==> src/rtl/ldseq_pkg.sv <==
// Shared definitions for the load sequencer: FSM state encoding and the
// occupancy-counter width helper.
package ldseq_pkg;

    // Sequencer FSM states.
    typedef enum logic [1:0] {
        ST_IDLE  = 2'd0,
        ST_SETUP = 2'd1,
        ST_LOAD  = 2'd2,
        ST_HOLD  = 2'd3
    } state_t;

    // Width needed to hold an occupancy of 0..depth inclusive.
    function automatic int cnt_w(input int depth);
        return $clog2(depth + 1);
    endfunction

endpackage

==> src/rtl/sync_fifo.sv <==
// Synchronous FIFO used as the word buffer of the load sequencer.
// Pointers are $clog2(DEPTH) bits wide and wrap naturally. The registered
// occupancy counter distinguishes full from empty. A push is ignored when the
// FIFO is full, and a pop is ignored when it is empty. A flush empties the
// FIFO and overrides any push or pop on the same edge.
module sync_fifo
    import ldseq_pkg::*;
#(
    parameter int N     = 4,
    parameter int DEPTH = 4
) (
    input  logic                      clk_i,
    input  logic                      rst_ni,
    input  logic                      push_i,
    input  logic                      pop_i,
    input  logic                      flush_i,
    input  logic [N-1:0]              wdata_i,
    output logic [N-1:0]              rdata_o,
    output logic [cnt_w(DEPTH)-1:0]   count_o
);

    localparam int PTR_W = $clog2(DEPTH);
    localparam int CNT_W = cnt_w(DEPTH);

    logic [N-1:0]     mem_q [DEPTH];
    logic [PTR_W-1:0] wr_ptr_q;
    logic [PTR_W-1:0] rd_ptr_q;
    logic [CNT_W-1:0] count_q;
    logic [CNT_W-1:0] count_d;
    logic             do_push;
    logic             do_pop;

    assign do_push = push_i && (count_q != CNT_W'(DEPTH));
    assign do_pop  = pop_i && (count_q != '0);

    // Occupancy next-state: a simultaneous push and pop leaves it unchanged.
    always_comb begin
        count_d = count_q;
        case ({do_push, do_pop})
            2'b10:   count_d = count_q + 1'b1;
            2'b01:   count_d = count_q - 1'b1;
            default: count_d = count_q;
        endcase
    end

    // Pointer and occupancy registers, with a flush that returns them to empty.
    always_ff @(posedge clk_i) begin
        if (!rst_ni) begin
            wr_ptr_q <= '0;
            rd_ptr_q <= '0;
            count_q  <= '0;
        end else if (flush_i) begin
            wr_ptr_q <= '0;
            rd_ptr_q <= '0;
            count_q  <= '0;
        end else begin
            if (do_push) wr_ptr_q <= wr_ptr_q + 1'b1;
            if (do_pop)  rd_ptr_q <= rd_ptr_q + 1'b1;
            count_q <= count_d;
        end
    end

    // Storage write. The storage itself needs no reset because the
    // occupancy counter controls which entries are valid.
    always_ff @(posedge clk_i) begin
        if (rst_ni && !flush_i && do_push) begin
            mem_q[wr_ptr_q] <= wdata_i;
        end
    end

    assign rdata_o = mem_q[rd_ptr_q];
    assign count_o = count_q;

endmodule

==> src/rtl/load_sequencer.sv <==
// Load sequencer: this block feeds an N-bit edge-loaded register.
//
// Words arrive over a valid/ready handshake and are buffered in sync_fifo.
// For each word, the block does the following:
//   1. It presents the word on OutData for one cycle (SETUP).
//   2. It pulses Load for one cycle (LOAD).
//   3. It holds OutData for GAP cycles (HOLD).
// A ClearReq produces a one-cycle Clear pulse and flushes the sequencer.
//
// Handshake: a word transfers on a rising edge where InValid && InReady,
// unless ClearReq is also high. InReady depends only on the registered
// occupancy. InValid may be dropped at any time.
//
// Optional feature (macro LOAD_SEQUENCER_OVF_EN): this adds a sticky Overflow
// output. Overflow is set when a word is offered while the FIFO is full.
// ClearReq or reset clears it.
module load_sequencer
    import ldseq_pkg::*;
#(
    parameter int N     = 4,
    parameter int DEPTH = 4,
    parameter int GAP   = 1
) (
    input  logic                      Clock,
    input  logic                      ResetN,
    input  logic                      InValid,
    input  logic [N-1:0]              InData,
    output logic                      InReady,
    input  logic                      ClearReq,
    output logic                      Load,
    output logic                      Clear,
    output logic [N-1:0]              OutData,
    output logic [cnt_w(DEPTH)-1:0]   Count,
    output logic                      Busy
`ifdef LOAD_SEQUENCER_OVF_EN
    ,
    output logic                      Overflow
`endif
);

    localparam int CNT_W = cnt_w(DEPTH);
    localparam int GAP_W = $clog2(GAP + 1);

    state_t           state_q, state_d;
    logic             load_q, load_d;
    logic             clear_q, clear_d;
    logic [N-1:0]     out_q, out_d;
    logic [GAP_W-1:0] gap_q, gap_d;

    logic             push;
    logic             pop;
    logic [N-1:0]     head;
    logic [CNT_W-1:0] fifo_count;

    // ClearReq blocks both push and pop, so the flush always wins.
    assign push = InValid && InReady && !ClearReq;
    assign pop  = (state_q == ST_LOAD) && !ClearReq;

    sync_fifo #(
        .N     (N),
        .DEPTH (DEPTH)
    ) u_fifo (
        .clk_i   (Clock),
        .rst_ni  (ResetN),
        .push_i  (push),
        .pop_i   (pop),
        .flush_i (ClearReq),
        .wdata_i (InData),
        .rdata_o (head),
        .count_o (fifo_count)
    );

    // FSM next-state logic. The registered outputs are computed for the
    // state being entered, so they change together with the state.
    always_comb begin
        state_d = state_q;
        load_d  = 1'b0;
        clear_d = 1'b0;
        out_d   = out_q;
        gap_d   = gap_q;
        if (ClearReq) begin
            state_d = ST_IDLE;
            clear_d = 1'b1;
            out_d   = '0;
        end else begin
            case (state_q)
                ST_IDLE: begin
                    if (fifo_count != '0) begin
                        state_d = ST_SETUP;
                        out_d   = head;
                    end
                end
                ST_SETUP: begin
                    state_d = ST_LOAD;
                    load_d  = 1'b1;
                end
                ST_LOAD: begin
                    state_d = ST_HOLD;
                    gap_d   = GAP_W'(GAP - 1);
                end
                ST_HOLD: begin
                    if (gap_q != '0) begin
                        gap_d = gap_q - 1'b1;
                    end else if (fifo_count != '0) begin
                        // The head already advanced when LOAD was exited.
                        state_d = ST_SETUP;
                        out_d   = head;
                    end else begin
                        state_d = ST_IDLE;
                    end
                end
                default: state_d = ST_IDLE;
            endcase
        end
    end

    // FSM state, gap counter, and output registers.
    always_ff @(posedge Clock) begin
        if (!ResetN) begin
            state_q <= ST_IDLE;
            load_q  <= 1'b0;
            clear_q <= 1'b0;
            out_q   <= '0;
            gap_q   <= '0;
        end else begin
            state_q <= state_d;
            load_q  <= load_d;
            clear_q <= clear_d;
            out_q   <= out_d;
            gap_q   <= gap_d;
        end
    end

`ifdef LOAD_SEQUENCER_OVF_EN
    logic ovf_q;

    // Sticky flag: set when a word is offered while the FIFO is full.
    always_ff @(posedge Clock) begin
        if (!ResetN) begin
            ovf_q <= 1'b0;
        end else if (ClearReq) begin
            ovf_q <= 1'b0;
        end else if (InValid && !InReady) begin
            ovf_q <= 1'b1;
        end
    end

    assign Overflow = ovf_q;
`endif

    assign InReady = (fifo_count != CNT_W'(DEPTH));
    assign Load    = load_q;
    assign Clear   = clear_q;
    assign OutData = out_q;
    assign Count   = fifo_count;
    assign Busy    = (state_q != ST_IDLE) || (fifo_count != '0);

endmodule

==> config.mk <==
export PLATFORM = sky130hd
export DESIGN_NAME = load_sequencer
export DESIGN_NICKNAME = d
export VERILOG_FILES = /design/src/rtl/ldseq_pkg.sv /design/src/rtl/sync_fifo.sv /design/src/rtl/load_sequencer.sv
export SDC_FILE = /design/constraint.sdc
export NUM_CORES = 1
export LEC_CHECK = 0
export CAP_MARGIN = 10
export CORE_UTILIZATION = 57
export CTS_CLUSTER_SIZE = 28
export DETAILED_ROUTE_END_ITERATION = 6
export PLACE_DENSITY_LB_ADDON = 0.08
export SLEW_MARGIN = 20
export SYNTH_ARGS = -nofsm -noshare
export SYNTH_HDL_FRONTEND = slang
export SYNTH_SLANG_ARGS = --single-unit
==> constraint.sdc <==
create_clock -name Clock -period 3.6 [get_ports Clock]
set_input_delay 0.9 -clock Clock [delete_from_list [all_inputs] [get_ports Clock]]
set_output_delay 0.9 -clock Clock [all_outputs]
set_load 0.01 [all_outputs]
Word level (Yosys, flattened, before mapping) --
Memory sizes are Yosys's and may differ from the RTL's. A register that Yosys moved wholly into a read port is not among the register bits. Index checks and enable logic that the tools add are counted.
Operators by class: multiplexer cells 16, reduce and logical (&&, ||, !) cells 19, bitwise gates (word level) 2, add/subtract/negate cells 5, equality and inequality tests 8
Operators with widths (number):
- $mux W2 | 4
- $mux W4 | 2
- $pmux W2 S4 | 1
- $pmux W4 S2 | 1
- $reduce_bool A2 Y1 | 4
- $logic_and A1 B1 Y1 | 7
- $eq A2 B2 Y1 const B | 3
- $mux W1 | 6
- $pmux W3 S2 | 1
- $reduce_and A2 Y1 | 3
- $add A2 B1 Y2 const B | 2
- $eq A2 B1 Y1 const B | 2
- $ne A2 B2 Y1 const B | 2
- $add A3 B1 Y3 const B | 1
- $ne A3 B3 Y1 const B | 1
- $reduce_bool A3 Y1 | 1
- $sub A3 B1 Y3 const B | 1
- $logic_not A2 Y1 | 1
- $not A1 Y1 | 2
- $pmux W1 S2 | 1
- $reduce_or A2 Y1 | 1
- $logic_not A1 Y1 | 1
- $logic_or A1 B1 Y1 | 1
- $sub A1 B1 Y1 const B | 1
Word-level totals: bits of input ports 8, logic and storage cells 59, memories kept 1, output and inout port bits 11, bits in writable memories 16, bits in registers 16
Memories:
- u_fifo.mem_q | words 4, bits a word 4, read ports 1, clocked after memory_dff 1, write ports 1, RTL line sync_fifo.sv:25 | logic [N-1:0] mem_q [DEPTH];

Longest topological paths before layout --
depth after elaboration 7, gate-level depth with buffers 10, depth with buffers taken out 10

Cells and area by module --
Synthesis repeated with hierarchy kept, for this count alone.
Unflattened totals: cell total of the unflattened synthesis 116, area, all modules 1483.9 µm²
By module, submodules not included:
- sync_fifo | seq. area each 660.6 µm², cells an instance 70, instances 1, area an instance 1049.8 µm²
- load_sequencer | seq. area each 160.2 µm², cells an instance 46, instances 1, area an instance 434.2 µm²

Worst setup path before layout --
OpenSTA, ideal clock, no wires.
kind input to register, from input port InValid, to register u_fifo.count_q[2], in the netlist u_fifo.count_o[2], buffers on the path 0, arrival time 2235 ps, library setup time 70 ps, path slack 1295 ps, data required time 3530 ps, stages on the path 8, path through inv_1 -> or3_1 -> ha_1 -> inv_1 -> fa_1 -> xor2_1 -> or3_1 -> a21oi_1
Between the ends: word-level cells in the longest chain between the ends 5, elaborated cells between the ends (all ways) 7, classes of those cells eq/ne: 2; mux: 1; reduce/logical: 4
Ends and longest elaborated chain:
- start, declared | RTL line load_sequencer.sv:26 | input logic InValid,
- $logic_and A1 B1 Y1 * (2 in series) | RTL line load_sequencer.sv:56 | assign push = InValid && InReady && !ClearReq;
- $logic_and A1 B1 Y1 * | RTL line sync_fifo.sv:33 | assign do_push = push_i && (count_q != CNT_W'(DEPTH));
- $eq A2 B1 Y1 or $eq A2 B2 Y1 (tied branches) | RTL line sync_fifo.sv:39 | case ({do_push, do_pop})
- $pmux W3 S2 or $reduce_bool A2 Y1 (tied branches)
- end signal, assigned | RTL line sync_fifo.sv:59 | count_q <= count_d;
- end, declared | RTL line sync_fifo.sv:28 | logic [CNT_W-1:0] count_q;
Mark *: on every way between the ends. The rest lies on a longest branch, timed or not. A chain may end at the register's enable or synchronous reset.

Worst setup path in the final report --
from register state_q[0], to output port Busy
Between the ends: word-level cells in the longest chain between the ends 2
Ends and longest elaborated chain:
- start, declared | RTL line load_sequencer.sv:44 | state_t state_q, state_d;
- start signal, assigned | RTL line load_sequencer.sv:126 | state_q <= state_d;
- $reduce_bool A2 Y1 | RTL line load_sequencer.sv:156 | assign Busy = (state_q != ST_IDLE) || (fifo_count != '0);
- $logic_or A1 B1 Y1 | RTL line load_sequencer.sv:156
- end, declared | RTL line load_sequencer.sv:34 | output logic Busy
Every way passes these cells.

==> flow_summary.yaml <==
run_status:
  status: "complete, no violations"
routing:
  route.vias.total: 944
  vias_per_cell: 5.55
  drt_wl_total_um: 2420
  drt-initial-drc-count: 11
  drcViolationCount: 0
  avgRoutedWirePerCell_um: 14.3
  final_antenna_net_count: 0
  dr.pass1.iters: 4
timing:
  setup_tns_ns: 0
  hold_viol: 0
  rsz0062_at_grt: "no"
  min_period_over_period_pct: 76.7
  setup_ws_ns: 0.837
  worstMarginPinSlew_ns: 0.583
  max_freq_ghz: 0.362
  slew_headroom_pct: 61.1
  skew_ns: 0.0121
  drv_slew: 0
  period_minus_slack_ns: 2.76
  setup_violations: 0
  hold_slack_ns: 0.494
worst_hold_path:
  min_path_type: "flop to flop"
  hold_depth: 2
  min_from: "OutData[2]"
  holdPathEnd: "OutData[2]"
floorplanning:
  start_util_pct: 60.1
  floorplan.die.height_um: 52.9
  ios: 19
  die_area_um2: 2800
  die_x_um: 52.9
  core_area_um2: 2450
  fp-row-count: 18
synthesis:
  synth_fa_ha_area_share_pct: 9.83
  synthSimpleGateAreaFrac_pct: 13.0
  synth_top_area_share_pct: 32.5
  synth_edf_count: 16
  syn_inst: 117
  synthTopCellsByArea: "edfxtp_1, dfxtp_1, ha_1"
  yosys_warnings: 0
  synth_flop_cell: "dfxtp_1"
  synth_area_leader_cell: "edfxtp_1"
  syn_area_um2: 1480
  ys_ff_latch: 33
  yosysMostFrequentCell: "dfxtp_1"
  synth_async_sr_flop_share_pct: 0
  syn_avg_cell_area_um2: 12.6
  synth.area.mux_share_pct: 7.29
  synth_compound_area_share_pct: 8.05
  yosysSeqAreaShare_pct: 55.6
  syn_nets: 136
  synth_cell_type_count: 33
  synth_common_cells: "dfxtp_1, edfxtp_1, ha_1, inv_1, a21oi_1"
  synth_xor_area_share_pct: 2.37
  synth_top_family_by_area: "simple AND/OR/NAND/NOR gates"
flow_run:
  cap_violations: 0
global_route:
  grt_pass1_vias: 855
  overflow: 0
  grt_max_degree: 15
  antenna_found_initial: 0
  grt_pass1_wl_um: 3750
  grt_use_total_pct: 20.1
worst_setup_path:
  path_max_fanout: 4
  reg2reg_from: "u_fifo.count_o[2]"
  r2r-end: "u_fifo.count_o[2]"
  worst-setup-path-type: "flop to output pin"
  reg2reg_depth: 8
  arrival_ns: 1.86
  worst_setup_path_start_kind: "flop"
  critPathCaptureType: "output pin"
  reg2reg_setup_slack_ns: 1.25
  critPathRequiredTime_ns: 2.70
place:
  portBuffers: 18
  place_ws_ns: 0.670
  gp_congestion: 0.711
  dpl.hpwl_um: 1800
final_layout:
  syn_to_final_growth_pct: 17.1
  seq_area_um2: 821
  multiInputGateArea_um2: 598
  antennaDiodeCount: 0
  fill_cells: 175
  final_nets: 158
  drive_above_1_share_pct: 11.4
cts:
  cts-hold-fix-buffers: 0
  root_buffer: "clkbuf_4"
  cts.reportedPaths.clkPinSlew_ns: 0.09
  numCtsBuffers: 5
  post_cts_buffers: 0
  cts-resized-gates: 0
  cts_tree: "yes"
  h-tree-depth: 2
  clock_latency_ns: 0.33
  cts_buffer_depth: 2
  clkSinkCount: 33
power_and_ir_drop:
  powerDensity_nw_per_um2: 367
  leakage_uw: 0.000634
  total_power_uw: 635
  ir_drop_mv: 0.309
==> metrics by stage <==
stage | cells | utilization (%) | area, um^2
finish | 170 | 70.4 | 1730
global route | 170 | 70.4 | 1730
CTS | 170 | 70.4 | 1730
detailed placement | 162 | 68.3 | 1680
global placement | 162 | 68.3 | 1680
floorplan | 117 | - | 1480
==> per-layer routing <==
metal | vias to the layer above | wire, um | GRT usage [%]
met4 | 0 | 61 | 10.1
met3 | 10 | 135 | 7.47
met1 | 436 | 1020 | 23.1
met2 | 33 | 1210 | 32.5
met5 | - | 0 | 0
li1 | 465 | - | -
==> state kept, by name, summed over array words and instances, names as in the netlist, named ones only <==
| name | cells |
|---|---|
| Load | 1 |
| u_fifo.wr_ptr_q | 2 |
| u_fifo.mem_q | 16 |
| Clear | 1 |
| state_q | 2 |
| u_fifo.rd_ptr_q | 2 |
| OutData | 4 |
| u_fifo.count_o | 3 |
==> power by group <==
part	total [uW]	switching, uW	leakage, uW	internal (uW)
clock network	192	117	0.0000320	74.3
registers	401	3.72	0.000282	397
logic	42.1	21.3	0.000319	20.8
total	635	142	0.000634	492
==> worst max path at each step <==
| stage | start | endpoint | slack, ns |
|---|---|---|---|
| floorplan | InValid | u_fifo.count_o[2] | 1.30 |
| global placement | InValid | u_fifo.count_o[2] | 0.76 |
| detailed placement | InValid | u_fifo.count_o[2] | 0.67 |
| CTS | state_q[0] | Busy | 0.82 |
| global route | state_q[0] | Busy | 0.73 |
| finish | state_q[0] | Busy | 0.84 |
==> final cells by class <==
cell class	count	area share, %
flip-flops and latches	33	47.5
clock inverters	2	0.579
repair buffers	18	10.4
well taps	30	2.17
clock buffers	6	2.39
inverters	11	2.39
multi-input cells	70	34.6
==> kinds of logic (layout without fill, tap and decap cells) <==
group           count (synthesis)  after routing
compound gates                 20             20
xor+xnor                        4              4
fa+ha+maj                      11             11
buf+inv                        14             37
flops                          33             33
mux                             5              5
simple gates                   30             30
==> critical path, stage by stage, from the launching register on <==
cell and delay, ns:
dfxtp_1 0.35, inv_1 0.13, ha_1 0.17, nor4b_4 0.34, inv_1 0.07, clkdlybuf4s50_1 0.48
==> placed cells by master (no fill, tap or decap), types with 5 or more instances in the layout <==
cell type	instances
nand3_1	6
clkbuf_4	5
edfxtp_1	16
inv_1	10
ha_1	10
dfxtp_1	17
clkdlybuf4s50_1	18
o21ai_0	5
nor2_1	8
a21oi_1	9
Power figures use the tool's default switching activity.
